===== src/rtl/adc_frame_pkg.sv =====
// Shared types and helpers for the ADC frame packer and neighbouring sys_clk stages.
package adc_frame_pkg;

   typedef enum logic [2:0] {
      IDLE     = 3'd0,
      HDR_SYNC = 3'd1,
      HDR_SEQ  = 3'd2,
      PAYLOAD  = 3'd3,
      TRAILER  = 3'd4
   } frame_state_e;

   localparam int SEQ_W     = 16;
   localparam int HDR_MAX_W = 64;

   // Callers narrow the result to their own word width with a size cast.
   function automatic logic [HDR_MAX_W-1:0] hdr_word_ext(input logic [SEQ_W-1:0] w);
      return HDR_MAX_W'(w);
   endfunction

endpackage


===== src/rtl/adc_frame_packer_stream_out_reg.sv =====
// Registered valid/ready output stage: one cycle load-to-output latency.
// Loads when empty or drained (o_adv); holds data/valid/last stable while stalled.
module stream_out_reg #(
   parameter int WIDTH = 16
) (
   input  logic             i_clk,
   input  logic             i_rst,
   input  logic             i_ld_vld,
   input  logic [WIDTH-1:0] i_ld_dat,
   input  logic             i_ld_last,
   input  logic             i_rdy,
   output logic             o_vld,
   output logic [WIDTH-1:0] o_dat,
   output logic             o_last,
   output logic             o_adv
);

   logic             r_vld;
   logic [WIDTH-1:0] r_dat;
   logic             r_last;

   assign o_adv  = !r_vld || i_rdy;
   assign o_vld  = r_vld;
   assign o_dat  = r_dat;
   assign o_last = r_last;

   always_ff @(posedge i_clk) begin
      if (i_rst) begin
         r_vld  <= 1'b0;
         r_dat  <= '0;
         r_last <= 1'b0;
      end else if (o_adv) begin
         r_vld  <= i_ld_vld;
         r_last <= i_ld_vld && i_ld_last;
         if (i_ld_vld) begin
            r_dat <= i_ld_dat;
         end
      end
   end

endmodule


===== src/rtl/adc_frame_packer.sv =====
// Packs FRAME_LEN sample words into SYNC/SEQ/payload/XOR-trailer frames; one register stage to out_*.
// Payload input is only accepted while the output stage can advance; stalls propagate straight to in_ready.
module adc_frame_packer
   import adc_frame_pkg::*;
#(
   parameter int          WIDTH     = 16,
   parameter int          FRAME_LEN = 256,
   parameter logic [15:0] SYNC_WORD = 16'hA5A5
) (
   input  logic             sys_clk,
   input  logic             sys_rst,
   input  logic             enable,
   input  logic [WIDTH-1:0] in_word,
   input  logic             in_valid,
   output logic             in_ready,
   output logic [WIDTH-1:0] out_data,
   output logic             out_valid,
   output logic             out_last,
   input  logic             out_ready,
   output logic [15:0]      frame_count,
   output logic             busy
);

   localparam int CNT_W = $clog2(FRAME_LEN + 1);

   frame_state_e     r_state;
   frame_state_e     w_state_nxt;
   logic [SEQ_W-1:0] r_seq;
   logic [WIDTH-1:0] r_csum;
   logic [CNT_W-1:0] r_cnt;
   logic [15:0]      r_frame_cnt;

   logic             w_adv;
   logic             w_accept;
   logic             w_last_word;
   logic             w_ld_vld;
   logic             w_ld_last;
   logic [WIDTH-1:0] w_ld_dat;
   logic [WIDTH-1:0] w_sync;
   logic [WIDTH-1:0] w_seq_word;

   assign w_sync      = WIDTH'(hdr_word_ext(SYNC_WORD));
   assign w_seq_word  = WIDTH'(hdr_word_ext(r_seq));
   // Gating with reset keeps a word from being consumed into a frame that is being dropped.
   assign in_ready    = (r_state == PAYLOAD) && w_adv && !sys_rst;
   assign w_accept    = in_valid && in_ready;
   assign w_last_word = (r_cnt == CNT_W'(FRAME_LEN - 1));
   assign busy        = (r_state != IDLE);
   assign frame_count = r_frame_cnt;

   always_comb begin
      w_state_nxt = r_state;
      w_ld_vld    = 1'b0;
      w_ld_last   = 1'b0;
      w_ld_dat    = '0;
      case (r_state)
         IDLE: begin
            if (enable) begin
               w_state_nxt = HDR_SYNC;
            end
         end
         HDR_SYNC: begin
            if (w_adv) begin
               w_ld_vld    = 1'b1;
               w_ld_dat    = w_sync;
               w_state_nxt = HDR_SEQ;
            end
         end
         HDR_SEQ: begin
            if (w_adv) begin
               w_ld_vld    = 1'b1;
               w_ld_dat    = w_seq_word;
               w_state_nxt = PAYLOAD;
            end
         end
         PAYLOAD: begin
            if (w_accept) begin
               w_ld_vld = 1'b1;
               w_ld_dat = in_word;
               if (w_last_word) begin
                  w_state_nxt = TRAILER;
               end
            end
         end
         TRAILER: begin
            if (w_adv) begin
               w_ld_vld    = 1'b1;
               w_ld_last   = 1'b1;
               w_ld_dat    = r_csum;
               w_state_nxt = IDLE;
            end
         end
         default: w_state_nxt = IDLE;
      endcase
   end

   always_ff @(posedge sys_clk) begin
      if (sys_rst) begin
         r_state     <= IDLE;
         r_seq       <= '0;
         r_csum      <= '0;
         r_cnt       <= '0;
         r_frame_cnt <= '0;
      end else begin
         r_state <= w_state_nxt;
         if (w_accept) begin
            r_csum <= r_csum ^ in_word;
            r_cnt  <= w_last_word ? '0 : r_cnt + CNT_W'(1);
         end
         if ((r_state == TRAILER) && w_adv) begin
            r_csum <= '0;
            r_seq  <= r_seq + SEQ_W'(1);
         end
         // Counted on trailer acceptance, which may land after the next frame has started.
         if (out_valid && out_ready && out_last) begin
            r_frame_cnt <= r_frame_cnt + 16'd1;
         end
      end
   end

   stream_out_reg #(
      .WIDTH(WIDTH)
   ) u_out_reg (
      .i_clk    (sys_clk),
      .i_rst    (sys_rst),
      .i_ld_vld (w_ld_vld),
      .i_ld_dat (w_ld_dat),
      .i_ld_last(w_ld_last),
      .i_rdy    (out_ready),
      .o_vld    (out_valid),
      .o_dat    (out_data),
      .o_last   (out_last),
      .o_adv    (w_adv)
   );

endmodule

===== config.mk =====
export PLATFORM = sky130hd
export DESIGN_NAME = adc_frame_packer
export DESIGN_NICKNAME = d
export VERILOG_FILES = /design/src/rtl/adc_frame_pkg.sv /design/src/rtl/adc_frame_packer_stream_out_reg.sv /design/src/rtl/adc_frame_packer.sv
export SDC_FILE = /design/constraint.sdc
export NUM_CORES = 1
export LEC_CHECK = 0
export ABC_CLOCK_PERIOD_IN_PS = 2400
export CAP_MARGIN = 20
export CORE_UTILIZATION = 45
export CTS_CLUSTER_DIAMETER = 30
export DETAILED_ROUTE_END_ITERATION = 8
export PLACE_DENSITY = 0.77
export SETUP_SLACK_MARGIN = 0.5
export SLEW_MARGIN = 20
export SYNTH_ARGS = -nofsm -noshare
export SYNTH_HDL_FRONTEND = slang
export SYNTH_HIERARCHICAL = 1
export SYNTH_SLANG_ARGS = --single-unit

===== constraint.sdc =====
create_clock -name sys_clk -period 2.4 [get_ports sys_clk]
set_input_delay 0.48 -clock sys_clk [delete_from_list [all_inputs] [get_ports sys_clk]]
set_output_delay 0.48 -clock sys_clk [all_outputs]
set_load 0.005 [all_outputs]

== Word level (Yosys, flattened, before mapping) ==
Cells that the tools add are included.
Widths: inputs -> output; s select.

* Bits in registers: 78
* Bits of input ports: 21
* Output and inout bits: 36
* Logic and storage cells: 53

* Add/sub/neg operators: 3
* Equal/unequal tests: 11
* Mux-type cells: 14
* Bitwise gates (word level): 1
* Reduce and logical (&&, ||, !) cells: 16

{| class="wikitable"
|+ Operators with widths
! kind !! count
|-
| $pmux 16 s4 || 1
|-
| $add 16x1->16 const B || 2
|-
| $mux 3 || 6
|-
| $mux 16 || 1
|-
| $xor 16x16->16 || 1
|-
| $pmux 3 s5 || 1
|-
| $ne 2x2->1 const B || 6
|-
| $add 9x1->9 const B || 1
|-
| $eq 9x8->1 const B || 1
|-
| $mux 9 || 1
|-
| $logic_and 1x1->1 || 7
|-
| $eq 3x2->1 const B || 2
|-
| $reduce_and 6->1 || 1
|-
| $eq 3x1->1 const B || 1
|-
| $eq 3x3->1 const B || 1
|-
| $logic_not 3->1 || 1
|-
| $mux 1 || 3
|-
| $reduce_bool 3->1 || 1
|-
| $reduce_or 3->1 || 1
|-
| $logic_not 1->1 || 2
|-
| $pmux 1 s2 || 1
|-
| $reduce_and 2->1 || 1
|-
| $reduce_or 2->1 || 1
|-
| $logic_or 1x1->1 || 1
|}

== Logic depth before layout (Yosys ltp) ==
* Depth in word-level cells: 8
* Gate-level depth with buffers: 14

== By module ==
Netlist, hierarchy kept.

{| class="wikitable"
|+ Modules (own cells, without submodules)
! module !! times used !! cells an instance !! area an instance (um^2)
|-
| adc_frame_packer || 1 || 365 || 3054.2
|-
| stream_out_reg || 1 || 81 || 800.8
|}

== Worst setup path after synthesis ==
No wires, ideal clock.

* Path kind: input to register
* Start: input port out_ready
* End: register u_out_reg.r_dat[10] (netlist: u_out_reg/o_dat[10])
* Setup time: 0.066 ns
* Arrival time: 2.243 ns
* Setup slack: 0.091 ns
* Stages: 14
* Path through: nor2b_4 buf_6 inv_8 buf_12 and4bb_1 buf_2 and3_1 clkbuf_1 nand2b_1 buf_4 inv_2 buf_4 o21ai_1 a21oi_2

* Word-level cells in the longest chain between the ends: 7
* Elaborated cells on any way between the ends: 10

{| class="wikitable"
|+ Ends and longest elaborated chain
! element !! line !! text
|-
| from (decl) || adc_frame_packer.sv:19 || <nowiki>input logic out_ready,</nowiki>
|-
| $logic_or 1x1->1 (*) || adc_frame_packer_stream_out_reg.sv:22 || <nowiki>assign o_adv = !r_vld || i_rdy;</nowiki>
|-
| via w_adv || adc_frame_packer.sv:33 || <nowiki>logic w_adv;</nowiki>
|-
| $logic_and 1x1->1 (2 in a row) || adc_frame_packer.sv:45 || <nowiki>assign in_ready = (r_state == PAYLOAD) && w_adv && !sys_rst;</nowiki>
|-
| $logic_and 1x1->1 || adc_frame_packer.sv:46 || <nowiki>assign w_accept = in_valid && in_ready;</nowiki>
|-
| $mux 1 || adc_frame_packer.sv:77 || <nowiki>if (w_accept) begin</nowiki>
|-
| $pmux 1 s2 (*) || adc_frame_packer.sv:56 || <nowiki>case (r_state)</nowiki>
|-
| via w_ld_vld || adc_frame_packer.sv:36 || <nowiki>logic w_ld_vld;</nowiki>
|-
| $reduce_and 2->1 (no line) (*) || n/a ||
|-
| to (signal assigned) || adc_frame_packer_stream_out_reg.sv:36 || <nowiki>r_dat <= i_ld_dat;</nowiki>
|-
| to (decl) || adc_frame_packer_stream_out_reg.sv:19 || <nowiki>logic [WIDTH-1:0] r_dat;</nowiki>
|}

The timed path passes the listed nets; every way through them passes the cells marked *.
A chain may end at the register's enable or synchronous reset.

== Worst setup path after layout ==
* Start: register u_out_reg.r_vld (netlist: u_out_reg/o_vld)
* End: register u_out_reg.r_dat[6] (netlist: u_out_reg/o_dat[6])

* Word-level cells in the longest chain between the ends: 8
* Elaborated cells on any way between the ends: 11

{| class="wikitable"
|+ Ends and longest elaborated chain
! element !! line !! text
|-
| from (decl) || adc_frame_packer_stream_out_reg.sv:18 || <nowiki>logic r_vld;</nowiki>
|-
| from (signal assigned) || adc_frame_packer_stream_out_reg.sv:33 || <nowiki>r_vld <= i_ld_vld;</nowiki>
|-
| $logic_not 1->1 (*) || adc_frame_packer_stream_out_reg.sv:22 ||
|-
| $logic_or 1x1->1 (*) || adc_frame_packer_stream_out_reg.sv:22 ||
|-
| via w_adv || adc_frame_packer.sv:33 ||
|-
| $logic_and 1x1->1 (2 in a row) || adc_frame_packer.sv:45 ||
|-
| $logic_and 1x1->1 || adc_frame_packer.sv:46 ||
|-
| $mux 1 || adc_frame_packer.sv:77 ||
|-
| $pmux 1 s2 (*) || adc_frame_packer.sv:56 ||
|-
| via w_ld_vld || adc_frame_packer.sv:36 ||
|-
| $reduce_and 2->1 (no line) (*) || n/a ||
|}

Marked as above.

==> results_dict.tcl <==
set metrics [dict create \
    status "finished clean" \
    min_from "r_cnt[8]" \
    finalCriticalPeriod_ns 1.953 \
    antenna_found_initial 0 \
    initial_utilization_pct 46.68 \
    crit_path_start_kind "register" \
    drtPass1Iterations 5 \
    syn_to_final_growth_pct 32.16 \
    die_area_sq_um 8941 \
    cp.required_ns 2.62 \
    grt_max_degree 60 \
    p_seq_share_pct 45.2 \
    final_common_cell "dfxtp_1" \
    cpMostUsedCell "buf_6" \
    slowest_stage "dfxtp_4" \
    hold_slack_ns 0.4510 \
    num-nets-final 556 \
    cts-root-buf "clkbuf_8" \
    final_cell_mix "71 x dfxtp_1, 52 x clkdlybuf4s50_1, 42 x nor2_1, 34 x buf_4, 31 x nand4_1" \
    worstSetupEndpointType "register" \
    preCtsSetupSlack_ns -0.1448 \
    drc 0 \
    coreArea_sq_um 8258 \
    critPathArrivalTime_ns 2.17 \
    comb_power_share_pct 24.4 \
    stdcell_area_sq_um 5095 \
    slowest_delay_ns 0.36 \
    grt_pass1_vias 3375 \
    num_rows 33 \
    ys.flop_type "dfxtp_1" \
    ant_nets 0 \
    cp_num_buf_inv 5 \
    finClkSkew_ns 0.02063 \
    grt-ovfl-total 0 \
    syn_avg_cell_area_sq_um 8.643 \
    cts_max_level 3 \
    dpl-instance-area_sq_um 4646 \
    viasPerCell 5.773 \
    final_util_pct 61.70 \
    powerDensity_nw_per_um2 588.1 \
    drive_above_1_share_pct 22.16 \
    cts.sinks 78 \
    crit_chain "nor2b_4 > inv_8 > and4bb_1 > buf_6 > buf_6 > and3_4 > nand2b_4 > buf_6 > clkinv_8 > o21ai_4 > a21oi_2" \
    portBuffers 56 \
    peakVddDrop_v 0.0003182 \
    fin_crit_sh_pct 81.37 \
    p_leak_uw 0.001816 \
    worstSetupPathType "reg -> reg" \
    clk_path_buf_depth 2 \
    hold_path_class "reg -> reg" \
    clk_pin_slew_ns 0.09 \
    nFillCells 675 \
    rsz0062_at_grt "yes" \
    place_congestion 0.9059 \
    power.internal_uw 2049 \
    p_sw_share_pct 31.62 \
    cp_max_fo 8 \
    clock_latency_ns 0.36 \
    rr_startpoint "u_out_reg/o_vld" \
    yosys_register_bits 78 \
    p_sw_uw 947.4 \
    syn_nets 470 \
    syn-cell-area_sq_um 3855 \
    clock.fmax_mhz 512.1 \
    yosysUniqueCellTypes 53 \
    finalMaxSlewViolations 0 \
    yosysSeqAreaShare_pct 40.51 \
    vias 3706 \
    path_delay_family "simple AND/OR/NAND/NOR gates" \
    grt_first_pass_wirelength_microns 16300 \
    diodes 0 \
    slew_headroom_pct 53.14 \
    die_x_microns 94.56 \
    hold_buffers 0 \
    finalSetupTns_ns 0 \
    gr-usage-all-layers_pct 23.54 \
    ios 57 \
    hpwlAfterDp_microns 6694 \
    crit_start "u_out_reg/o_vld" \
    clkPwrFrac_pct 30.4 \
    hold_viol 0 \
    drv_cap 0 \
    syn_inst 446 \
    drtIter0Drc 242 \
    routedWlPerCell_microns 16.00 \
    numCtsBuffers 9 \
    dieHeight_microns 94.56 \
    setup_viol 0 \
    cts_tree "built" \
    synth_edf_count 0 \
    finalWirelength_microns 10270 \
    tightest_slew_ns 0.7028 \
    worst_slack_ns 0.4472 \
    ys_warn_count 6 \
    ys_async_sr_fraction_pct 0 \
]
-- layer usage --
layer | up-vias | share of wire (%) | wire (microns) | GRT usage [%]
li1 | 1788 | - | - | -
met5 | - | 0 | 0 | 0
met1 | 1750 | 44 | 4541 | 31.06
met2 | 147 | 47 | 4861 | 38.16
met4 | 0 | 1.8 | 180 | 6.818
met3 | 21 | 6.7 | 686 | 5.636
-- through the flow --
stage,power (uW),std cells
floorplan,1752,446
global placement,1909,606
detailed placement,1924,606
CTS,2976,636
global route,3119,642
finish,2996,642
-- layout make-up --
type | instances | area [sq um] | area share (%)
repair buffers | 101 | 969.7 | 19.03
clock buffers | 9 | 123.9 | 2.431
clock inverters | 7 | 56.30 | 1.105
well taps | 105 | 131.4 | 2.579
multi-input cells | 327 | 2145 | 42.09
flip-flops and latches | 78 | 1578 | 30.97
inverters | 13 | 63.81 | 1.252
repair inverters | 2 | 27.53 | 0.5403
-- cells by family after synthesis --
group,after synthesis,share of synthesized area (%)
mux,2,0.5193
fa+ha+maj,3,0.9738
buf+inv,41,6.037
simple gates,182,27.43
xor+xnor,33,7.498
flops,78,40.51
compound gates,107,17.04
-- flip-flops by register name (all words and copies together), names as in the netlist --
register / flops
frame_count: 16
r_cnt: 9
r_csum: 16
r_seq: 16
r_state: 3
u_out_reg/o_dat: 16
u_out_reg/o_last: 1
u_out_reg/o_vld: 1
-- worst reg2reg max path: cells and delay by family, from the launching register on --
kind / cells / cell delay [ns]
DFF: 1 / 0.36
and+or+nand+nor: 4 / 0.77
buffers and inverters: 5 / 0.49
AOI/OAI and AO/OA: 2 / 0.21
-- path summary, 6_finish.rpt --
path	slack, ns	cells after the start	to
worst max-delay path	0.45	11	u_out_reg/o_dat[6]
worst min-delay path	0.45	2	r_cnt[8]
worst max register to register	0.45	11	u_out_reg/o_dat[6]
worst min register to register	0.45	2	r_cnt[8]
-- power groups by stage --
stage | Combinational (uW) | Sequential, uW | Clock (uW)
floorplan | 378 | 1370 | 0
global placement | 516 | 1390 | 0
detailed placement | 529 | 1400 | 0
CTS | 693 | 1350 | 930
global route | 776 | 1360 | 985
finish | 732 | 1350 | 910
-- Yosys cell counts (2+ instances only) --
| cell | number | area (sq um) |
|---|---|---|
| a21oi_1 | 29 | 145.1 |
| a21oi_2 | 9 | 78.83 |
| a22oi_1 | 8 | 60.06 |
| a2bb2oi_1 | 7 | 61.31 |
| a31o_2 | 3 | 26.28 |
| a41o_1 | 2 | 20.02 |
| and3_1 | 6 | 37.54 |
| and4_1 | 4 | 35.03 |
| buf_1 | 3 | 11.26 |
| buf_2 | 8 | 40.04 |
| buf_4 | 4 | 30.03 |
| buf_6 | 4 | 45.04 |
| clkbuf_1 | 8 | 30.03 |
| dfxtp_1 | 78 | 1562 |
| ha_1 | 3 | 37.54 |
| inv_1 | 11 | 41.29 |
| mux2i_1 | 2 | 20.02 |
| nand2_1 | 24 | 90.09 |
| nand2b_1 | 5 | 31.28 |
| nand3_1 | 30 | 150.1 |
| nand3_2 | 8 | 80.08 |
| nand4_1 | 31 | 193.9 |
| nor2_1 | 43 | 161.4 |
| nor3_1 | 9 | 45.04 |
| o21ai_0 | 33 | 165.2 |
| o21ai_1 | 9 | 45.04 |
| o31ai_1 | 2 | 15.01 |
| or3_1 | 6 | 37.54 |
| or4_1 | 2 | 15.01 |
| xnor2_1 | 14 | 122.6 |
| xor2_1 | 19 | 166.4 |
-- repair_timing --
| item | 4_1_cts | 5_1_grt |
|---|---|---|
| cloned | 3 | 0 |
| setup buffers | 11 | 6 |
| setup endpoints to repair | 39 | 37 |
| gates resized for setup | 35 | 15 |
| pin swaps | 4 | 6 |
No activity file was read; power rests on OpenSTA's default activity.
